--- config.mk ---
export PLATFORM = sky130hd
export DESIGN_NAME = mem_bus_arbiter
export DESIGN_NICKNAME = d
export VERILOG_FILES = /design/src/rtl/mem_bus_arbiter_pkg.sv /design/src/rtl/arb_result_buf.sv /design/src/rtl/mem_bus_arbiter.sv
export SDC_FILE = /design/constraint.sdc
export NUM_CORES = 1
export LEC_CHECK = 0
export CAP_MARGIN = 40
export CORE_UTILIZATION = 48
export CTS_BUF_LIST = sky130_fd_sc_hd__clkbuf_16
export DETAILED_ROUTE_END_ITERATION = 10
export PLACE_DENSITY = 0.87
export SLEW_MARGIN = 20
export SYNTH_ARGS = -nofsm -noshare
export SYNTH_HDL_FRONTEND = slang
export SYNTH_SLANG_ARGS = --single-unit
--- constraint.sdc ---
create_clock -name clk -period 8 [get_ports clk]
set_clock_uncertainty 0.15 [all_clocks]
set_input_delay 0.8 -clock clk [delete_from_list [all_inputs] [get_ports clk]]
set_output_delay 0.8 -clock clk [all_outputs]
set_load 0.005 [all_outputs]
--- src/rtl/mem_bus_arbiter_pkg.sv ---
// Shared types and constants for the IF/MEM memory bus arbiter.
package mem_bus_arbiter_pkg;

   // Bus ownership state: idle, data port, fetch port, or draining a flushed cycle.
   typedef enum logic [1:0] {
      ARB_IDLE    = 2'd0,
      ARB_GRANT_D = 2'd1,
      ARB_GRANT_I = 2'd2,
      ARB_DRAIN   = 2'd3
   } arb_state_e;

   localparam int          STALL_W   = 6;
   localparam int          STAGE_IF  = 1;      // IF/ID bit of the stall vector
   localparam int          STAGE_MEM = 4;      // MEM/WB bit of the stall vector
   localparam logic [31:0] ZERO_WORD = 32'h0;
   localparam logic [3:0]  SEL_ALL   = 4'hF;

endpackage

--- src/rtl/arb_result_buf.sv ---
// Per-port result holder: keeps a completed bus result while the consuming
// pipeline stage is stalled, so the bus can be released immediately.
module arb_result_buf
   import mem_bus_arbiter_pkg::*;
(
   input  logic        clk,
   input  logic        rst,
   input  logic        complete,
   input  logic        stage_stall,
   input  logic        flush,
   input  logic [31:0] data,
   output logic        done,
   output logic [31:0] held
);

   // Latch a result that completes under stall; release when the stage advances.
   always_ff @(posedge clk or posedge rst) begin
      // NOTE: non-blocking assignments here so every register samples pre-edge values.
      if (rst) begin
         done <= 1'b0;
         held <= ZERO_WORD;
      end else if (flush) begin
         done <= 1'b0;
      end else if (complete && stage_stall) begin
         done <= 1'b1;
         held <= data;
      end else if (!stage_stall) begin
         done <= 1'b0;
      end
   end

endmodule

--- src/rtl/mem_bus_arbiter.sv ---
// Shares one Wishbone-style bus between the fetch port and the load/store
// port. Data accesses win ties; each bus cycle is followed by a dead cycle.
module mem_bus_arbiter
   import mem_bus_arbiter_pkg::*;
#(
   parameter int unsigned MAX_WAIT = 255
)(
   input  logic               clk,
   input  logic               rst,
   input  logic [STALL_W-1:0] stall_i,
   input  logic               flush_i,
   input  logic               if_ce_i,
   input  logic [31:0]        if_addr_i,
   output logic [31:0]        if_data_o,
   output logic               stallreq_if_o,
   input  logic               mem_ce_i,
   input  logic               mem_we_i,
   input  logic [3:0]         mem_sel_i,
   input  logic [31:0]        mem_addr_i,
   input  logic [31:0]        mem_data_i,
   output logic [31:0]        mem_data_o,
   output logic               stallreq_mem_o,
   output logic               bus_cyc_o,
   output logic               bus_stb_o,
   output logic               bus_we_o,
   output logic [3:0]         bus_sel_o,
   output logic [31:0]        bus_addr_o,
   output logic [31:0]        bus_data_o,
   input  logic [31:0]        bus_data_i,
   input  logic               bus_ack_i,
   output logic               bus_err_o
);

   localparam int CNT_W = (MAX_WAIT < 2) ? 1 : $clog2(MAX_WAIT + 1);
   // Timeout fires in the MAX_WAIT-th unacknowledged cycle of a bus cycle.
   localparam logic [CNT_W-1:0] WAIT_LAST = CNT_W'((MAX_WAIT == 0) ? 0 : MAX_WAIT - 1);

   arb_state_e       state, next_state;
   logic [CNT_W-1:0] wait_cnt;
   logic             cap_we;
   logic [3:0]       cap_sel;
   logic [31:0]      cap_addr, cap_wdata;
   logic             busy, timeout, ack_eff;
   logic [31:0]      rdata;
   logic             d_complete, i_complete;
   logic             d_done, i_done;
   logic [31:0]      d_held, i_held;
   logic             unused_stall;

   assign unused_stall = ^{stall_i[5], stall_i[3:2], stall_i[0]};

   assign busy       = (state != ARB_IDLE);
   assign timeout    = (MAX_WAIT != 0) && busy && !bus_ack_i && (wait_cnt == WAIT_LAST);
   assign ack_eff    = busy && (bus_ack_i || timeout);
   assign rdata      = timeout ? ZERO_WORD : bus_data_i;
   assign d_complete = (state == ARB_GRANT_D) && ack_eff && !flush_i;
   assign i_complete = (state == ARB_GRANT_I) && ack_eff && !flush_i;

   // State register; async reset drops the bus cycle at once.
   always_ff @(posedge clk or posedge rst) begin
      if (rst) state <= ARB_IDLE;
      else     state <= next_state;
   end

   // Next-state logic: data priority from IDLE, leave on (real or forced) ack.
   always_comb begin
      // NOTE: default assigned first so no path leaves next_state unassigned (no latch).
      next_state = state;
      case (state)
         ARB_IDLE: begin
            if (!flush_i) begin
               if (mem_ce_i && !d_done)     next_state = ARB_GRANT_D;
               else if (if_ce_i && !i_done) next_state = ARB_GRANT_I;
            end
         end
         ARB_GRANT_D, ARB_GRANT_I: begin
            if (ack_eff)      next_state = ARB_IDLE;
            else if (flush_i) next_state = ARB_DRAIN;
         end
         ARB_DRAIN: begin
            if (ack_eff) next_state = ARB_IDLE;
         end
         default: next_state = ARB_IDLE;
      endcase
   end

   // Capture the granted port's request so the bus is stable for the whole cycle.
   always_ff @(posedge clk or posedge rst) begin
      if (rst) begin
         cap_we    <= 1'b0;
         cap_sel   <= 4'h0;
         cap_addr  <= ZERO_WORD;
         cap_wdata <= ZERO_WORD;
      end else if (state == ARB_IDLE && next_state == ARB_GRANT_D) begin
         cap_we    <= mem_we_i;
         cap_sel   <= mem_sel_i;
         cap_addr  <= mem_addr_i;
         cap_wdata <= mem_data_i;
      end else if (state == ARB_IDLE && next_state == ARB_GRANT_I) begin
         cap_we    <= 1'b0;
         cap_sel   <= SEL_ALL;
         cap_addr  <= if_addr_i;
         cap_wdata <= ZERO_WORD;
      end
   end

   // Watchdog: restart on every state change, count cycles spent waiting.
   always_ff @(posedge clk or posedge rst) begin
      if (rst)                              wait_cnt <= '0;
      else if (busy && next_state == state) wait_cnt <= wait_cnt + 1'b1;
      else                                  wait_cnt <= '0;
   end

   arb_result_buf u_d_buf (
      .clk         (clk),
      .rst         (rst),
      .complete    (d_complete),
      .stage_stall (stall_i[STAGE_MEM]),
      .flush       (flush_i),
      .data        (rdata),
      .done        (d_done),
      .held        (d_held)
   );

   arb_result_buf u_i_buf (
      .clk         (clk),
      .rst         (rst),
      .complete    (i_complete),
      .stage_stall (stall_i[STAGE_IF]),
      .flush       (flush_i),
      .data        (rdata),
      .done        (i_done),
      .held        (i_held)
   );

   assign bus_cyc_o  = busy;
   assign bus_stb_o  = busy;
   assign bus_we_o   = busy && cap_we;
   assign bus_sel_o  = busy ? cap_sel   : 4'h0;
   assign bus_addr_o = busy ? cap_addr  : ZERO_WORD;
   assign bus_data_o = busy ? cap_wdata : ZERO_WORD;
   assign bus_err_o  = timeout;

   // Completing data is forwarded combinationally; otherwise the held result or zero.
   assign mem_data_o     = d_complete ? rdata : (d_done ? d_held : ZERO_WORD);
   assign if_data_o      = i_complete ? rdata : (i_done ? i_held : ZERO_WORD);
   assign stallreq_mem_o = mem_ce_i && !d_done && !d_complete;
   assign stallreq_if_o  = if_ce_i  && !i_done && !i_complete;

endmodule

==> results.md, run 1 <==
- Site row count: 45
- Post-Place Cell Area: 10,400 um2
- Clock Pin Slew Worst Setup and Hold Paths: 0.06 ns
- Final Cycle Share: 0.584
- Sequential share of power: 0.344
- Post-synth ARST share: 1.00
- RSZ-0062 raised after global routing: no
- Final Hold Viols: 0
- Remaining global-route overflow: 0
- Starting Density: 0.495
- Cts hold-fix bufs: 0
- Vias: 6,915
- Mean Syn Cell Area: 9.65 um2
- Crit path time final: 4.68 ns
- H-tree depth: 4
- F_max: 0.214 GHz
- Total CTS buffers: 17
- Least-Margin Pin Slew: 0.820 ns
- Die area: 16,200 um2
- Worst VDD drop: 223 uV
- Synthesis-stage register bit count: 145
- Placed cell count: 1,211
- Number of global-route vias before repair: 6,964
- Setup tns final: 0 ns
- Dominant synthesized flop cell: dfrtp_1
- Leak: 4.50 nW
- Grt peak-use layer: met2
- CTS tree: done
- Largest net degree at the start of global routing: 69
- Core ar.: 15,300 um2
- Setup violations, final: 0
- Mapped Area: 7550 um2
- Port Buffers: 278
- Setup Fix Bufs, Post-CTS: 0
- Drt via density: 5.55
- Die W: 127 um
- Commonest non-fill, non-tap cells in the layout: 277 x clkdlybuf4s50_1, 144 x dfrtp_1, 99 x nand2_1, 97 x a22o_1, 71 x nor2b_1
- Yosys cell types: 46
- Die Y: 127 um
- Worst hold path class: flop to flop
- Post-synth top area cell: dfrtp_1
- Post_cts resized: 0
- Switching pwr: 1.19 mW
- Data required, critical path: 7.05 ns
- Mapped Cells: 782
- Flop-to-flop setup slack: 5.26 ns
- Remaining DRCs: 0
- Largest buffer count on any clock path: 2
- Final instance area: 10,900 um2
- Synth top area share: 0.481
- TritonRoute pass-1 iters: 5
- Global Route Usage Sum: 0.290
- Routability congestion estimate: 0.783
- First DRT Iteration DRCs: 435
- CP startpoint kind: input pin
- Worst skew pair latency: 0.42 ns
- Number of enable flip-flop cells after synthesis: 0
- Sw frac: 0.343
- Nets: 1,171
- Worst path arrival time: 3.73 ns
- Outcome: finished, final reports clean
- Antenna-violating nets left: 0
- Area contributors post-synth: dfrtp_1 48%, a22o_1 11%, nor2b_1 5.9%
- Pins Over Slew Limit: 0
- Fillers: 1,137
- Commonest non-fill, non-tap cell in the layout: clkdlybuf4s50_1
- CP max FO: 35
- First-pass GRT wire length: 36,500 um
- Logic pwr share: 0.438
- Area grow syn2layout: 45.0%
- GR Layer Usage met1: 0.355
- WS Path Type: input pin to output port
- MaxCap Viol Count: 0
- Number of clock sinks: 145
- Wire length per cell: 18.4 um
- Global-route met3 utilization: 0.101
- Root Buffer Master: clkbuf_16
- Final wirelength: 23,000 um
- Power density cells: 317 nW/um2
- Fin cells: 1,247
- Register area share after synthesis: 0.481
- Layout cells sized above 1: 0.0910
- Slew Limit Headroom: 0.453
- Int Power: 2.28 mW
- IO Pins: 283
- Mapped Nets: 933
- Post-DP HPWL: 14,900 um
- Ys Warns: 0
- Antenna violations before repair: 3
- Core Util, Final: 0.717
- Clock power frac: 0.218
- GRT met2 Usage: 0.464
- CP endpoint kind: output port
## Yosys cell counts (5+ instances only)
cell	n
a21oi_1	32
a21oi_2	33
a22o_1	97
buf_2	13
buf_4	17
buf_6	9
clkbuf_1	27
clkbuf_2	6
dfrtp_1	145
ha_1	6
inv_1	5
nand2_1	99
nand3_1	67
nor2_1	45
nor2b_1	71
o21ai_0	46
o21ai_1	18
xor2_1	6
## final timing paths
check                                       start                     endpoint  depth (start not counted)
setup reg to reg               state[0]$_DFF_PP0_  u_i_buf.held[9]$_DFFE_PP0P_                          7
setup / recovery                          flush_i               mem_data_o[18]                          6
hold / removal             cap_sel[0]$_DFFE_PP0P_       cap_sel[0]$_DFFE_PP0P_                          1
max in group asynchronous                     rst  u_d_buf.held[9]$_DFFE_PP0P_                          4
min in group asynchronous                     rst    cap_wdata[18]$_DFFE_PP0P_                          2
hold reg to reg            cap_sel[0]$_DFFE_PP0P_       cap_sel[0]$_DFFE_PP0P_                          1
## sequential cells by signal, indices dropped and copies added (netlist names)
| signal | count |
|---|---|
| u_i_buf.held | 32 |
| u_d_buf.done | 1 |
| wait_cnt | 8 |
| cap_we | 1 |
| u_i_buf.done | 1 |
| u_d_buf.held | 32 |
| cap_sel | 4 |
| cap_addr | 32 |
| cap_wdata | 32 |
| state | 2 |
## worst max-delay path, cell delays in order
cell             delay, ns
clkdlybuf4s50_1       0.69
nor3b_4               0.28
buf_4                 0.40
nor2b_4               0.71
o21ai_0               0.32
clkdlybuf4s50_1       0.51
## area by class of cell
type	instances	area (um2)	share of cell area
well taps	211	264	0.0241
flip-flops and latches	145	3630	0.332
repair buffers	292	2950	0.269
multi-input cells	559	3520	0.321
diodes	3	7.51	0.000686
clock buffers	17	425	0.0389
clock inverters	15	128	0.0117
inverters	5	23.8	0.00217
## cells by family (layout without fill, tap and decap cells)
| logic type | after synthesis | in the layout | share of synthesized area |
|---|---|---|---|
| muxes | 1 | 1 | 0.00133 |
| xor gates and xnor gates | 7 | 7 | 0.00812 |
| AOI/OAI and AO/OA | 242 | 242 | 0.236 |
| and+or+nand+nor | 303 | 303 | 0.205 |
| DFF | 145 | 145 | 0.481 |
| other | 0 | 3 | 0 |
| adders and majority gates | 6 | 6 | 0.00994 |
| buffers and inverters | 78 | 329 | 0.0593 |
## per-layer routing
metal	up-vias	routed length (um)
met2	348	11200
li1	3219	-
met3	44	2230
met5	-	0
met1	3304	8950
met4	0	671
## power by group through the flow
| stage | combinational (mW) | sequential (mW) | clock [mW] |
|---|---|---|---|
| floorplan | 0.931 | 1.15 | 0 |
| global placement | 1.46 | 1.18 | 0 |
| detailed placement | 1.51 | 1.19 | 0 |
| CTS | 1.52 | 1.19 | 0.765 |
| global route | 1.66 | 1.23 | 0.797 |
| finish | 1.52 | 1.19 | 0.757 |
## through the flow
step                      hold WS (ns)  setup WS (ns)  power, mW
after detailed placement         0.323           3.35       2.70
after global routing             0.357           3.16       3.69
after CTS                        0.340           3.36       3.48
after floorplan                  0.302           3.16       2.08
after global placement           0.316           2.97       2.64
final                            0.332           3.32       3.47
(Power assumes the default switching activity.)
==> run 2: changes to the inputs <==
Settings changed: CORE_UTILIZATION 48 to 45, PLACE_DENSITY 0.87 to 0.82.
Clock period 8 ns to 4.49 ns, I/O delays scaled along.
==> run 2 against run 1 <==
Final area rose by 0.68%. Critical path depth rose by 2. Count of clock-buffer cells in the layout did not move. Sequential share of layout area fell by 0.23 points. Combinational power rose by 80%. Register-to-register slack got worse by 3.6 ns. Via count fell by 0.36%. Routed wire length rose by 0.76%. Core utilization fell by 3.4 points. Die area rose by 6.6%. Worst setup slack got worse by 2.4 ns. Critical path type is now flop to output port. Critical endpoint is now if_data_o[4].
==> results.md, run 2 (synthesis gave the netlist of run 1 again) <==
- Outcome: finished, final reports clean
- Number of global-route vias before repair: 6,712
- Power density cells: 572 nW/um2
- Number of clock sinks: 145
- CTS tree: done
- Antenna-violating nets left: 0
- Fillers: 1,263
- Final Cycle Share: 0.795
- Leak: 4.55 nW
- First-pass GRT wire length: 37,300 um
- Die area: 17,300 um2
- Root Buffer Master: clkbuf_16
- Starting Density: 0.468
- Die Y: 132 um
- RSZ-0062 raised after global routing: no
- Commonest non-fill, non-tap cell in the layout: clkdlybuf4s50_1
- Worst path arrival time: 2.97 ns
- Worst skew pair latency: 0.41 ns
- IO Pins: 283
- Crit path from: state[1]$_DFF_PP0_
- Final instance area: 11,000 um2
- Pins Over Slew Limit: 0
- Fin cells: 1,256
- Layout cells sized above 1: 0.0934
- Data required, critical path: 3.89 ns
- Remaining global-route overflow: 0
- H-tree depth: 4
- Total power: 6.30 mW
- Largest buffer count on any clock path: 2
- Remaining DRCs: 0
- Die W: 132 um
- Wire length per cell: 18.5 um
- CP max FO: 34
- Total CTS buffers: 17
- WS Path Type: flop to output port
- Routability congestion estimate: 0.790
- Commonest non-fill, non-tap cells in the layout: 277 x clkdlybuf4s50_1, 145 x dfrtp_1, 99 x nand2_1, 97 x a22o_1, 71 x nor2b_1
- First DRT Iteration DRCs: 565
- Clock Pin Slew Worst Setup and Hold Paths: 0.06 ns
- Worst hold path class: input pin to async pin
- Placed cell count: 1,222
- Drt via density: 5.49
- CP startpoint kind: flop
- Largest net degree at the start of global routing: 79
- Final Hold Viols: 0
- Port Buffers: 278
- Crit path time final: 3.57 ns
- R2R Path Start: state[0]$_DFF_PP0_
- Post-Place Cell Area: 10,400 um2
- Post-DP HPWL: 15,200 um
- Core ar.: 16,100 um2
- Slew Limit Headroom: 0.422
- Least-Margin Pin Slew: 0.867 ns
- Site row count: 46
- Worst VDD drop: 382 uV
- F_max: 0.280 GHz
- Flop-to-flop setup slack: 1.61 ns
- Cts hold-fix bufs: 0
- CP endpoint kind: output port
- WHS: 0.220 ns
- Post_cts resized: 0
- TritonRoute pass-1 iters: 5
- Area grow syn2layout: 45.9%
- Setup violations, final: 0
- Setup Fix Bufs, Post-CTS: 0
- Global Route Usage Sum: 0.274
- MaxCap Viol Count: 0
- Final wirelength: 23,200 um
- Antenna violations before repair: 2
- Setup tns final: 0 ns
- Nets: 1,177
- Vias: 6,890
run 2: worst paths after layout:
kind | endpoint | cells after the start
max in group asynchronous | cap_addr[1]$_DFFE_PP0P_ | 3
max reg2reg | u_i_buf.held[8]$_DFFE_PP0P_ | 7
min in group clk | state[0]$_DFF_PP0_ | 4
max | if_data_o[4] | 8
min | u_d_buf.held[19]$_DFFE_PP0P_ | 2
min reg2reg | cap_sel[0]$_DFFE_PP0P_ | 1
run 2: through the flow:
stage,utilization,worst slack [ns]
after detailed placement,0.644,1.01
final,0.684,0.922
after global routing,0.684,0.749
after CTS,0.682,0.919
after floorplan,-,2.07
after global placement,0.643,1.08
run 2: power breakdown:
part | leakage, nW | total, mW | internal, mW | switching, mW
combinational | 2.42 | 2.73 | 1.42 | 1.31
sequential | 1.84 | 2.12 | 1.83 | 0.287
clock | 0.296 | 1.46 | 0.916 | 0.542
run 2: area by class of cell:
| type | instances | area [um2] | share of cell area |
|---|---|---|---|
| sequential | 145 | 3630 | 0.329 |
| multi-input combinational | 559 | 3510 | 0.319 |
| timing repair buffer | 298 | 2980 | 0.270 |
| clock buffer | 17 | 425 | 0.0386 |
| tap | 216 | 270 | 0.0245 |
| clock inverter | 14 | 174 | 0.0158 |
| inverter | 5 | 22.5 | 0.00204 |
| antenna | 2 | 5.00 | 0.000454 |
run 2: routing by layer:
| metal | global-route usage | wire length (um) |
|---|---|---|
| met1 | 0.353 | 9400 |
| met5 | 0 | 0 |
| met3 | 0.0760 | 2020 |
| met2 | 0.442 | 11300 |
| met4 | 0.0924 | 446 |
run 2: critical path: stages, from the launching register on:
cell and delay (ns):
dfrtp_1 0.47, inv_1 0.18, ha_4 0.20, and4b_1 0.24, a21oi_4 0.28, nor2b_2 0.06
buf_4 0.24, o21ai_0 0.31, clkdlybuf4s50_1 0.56
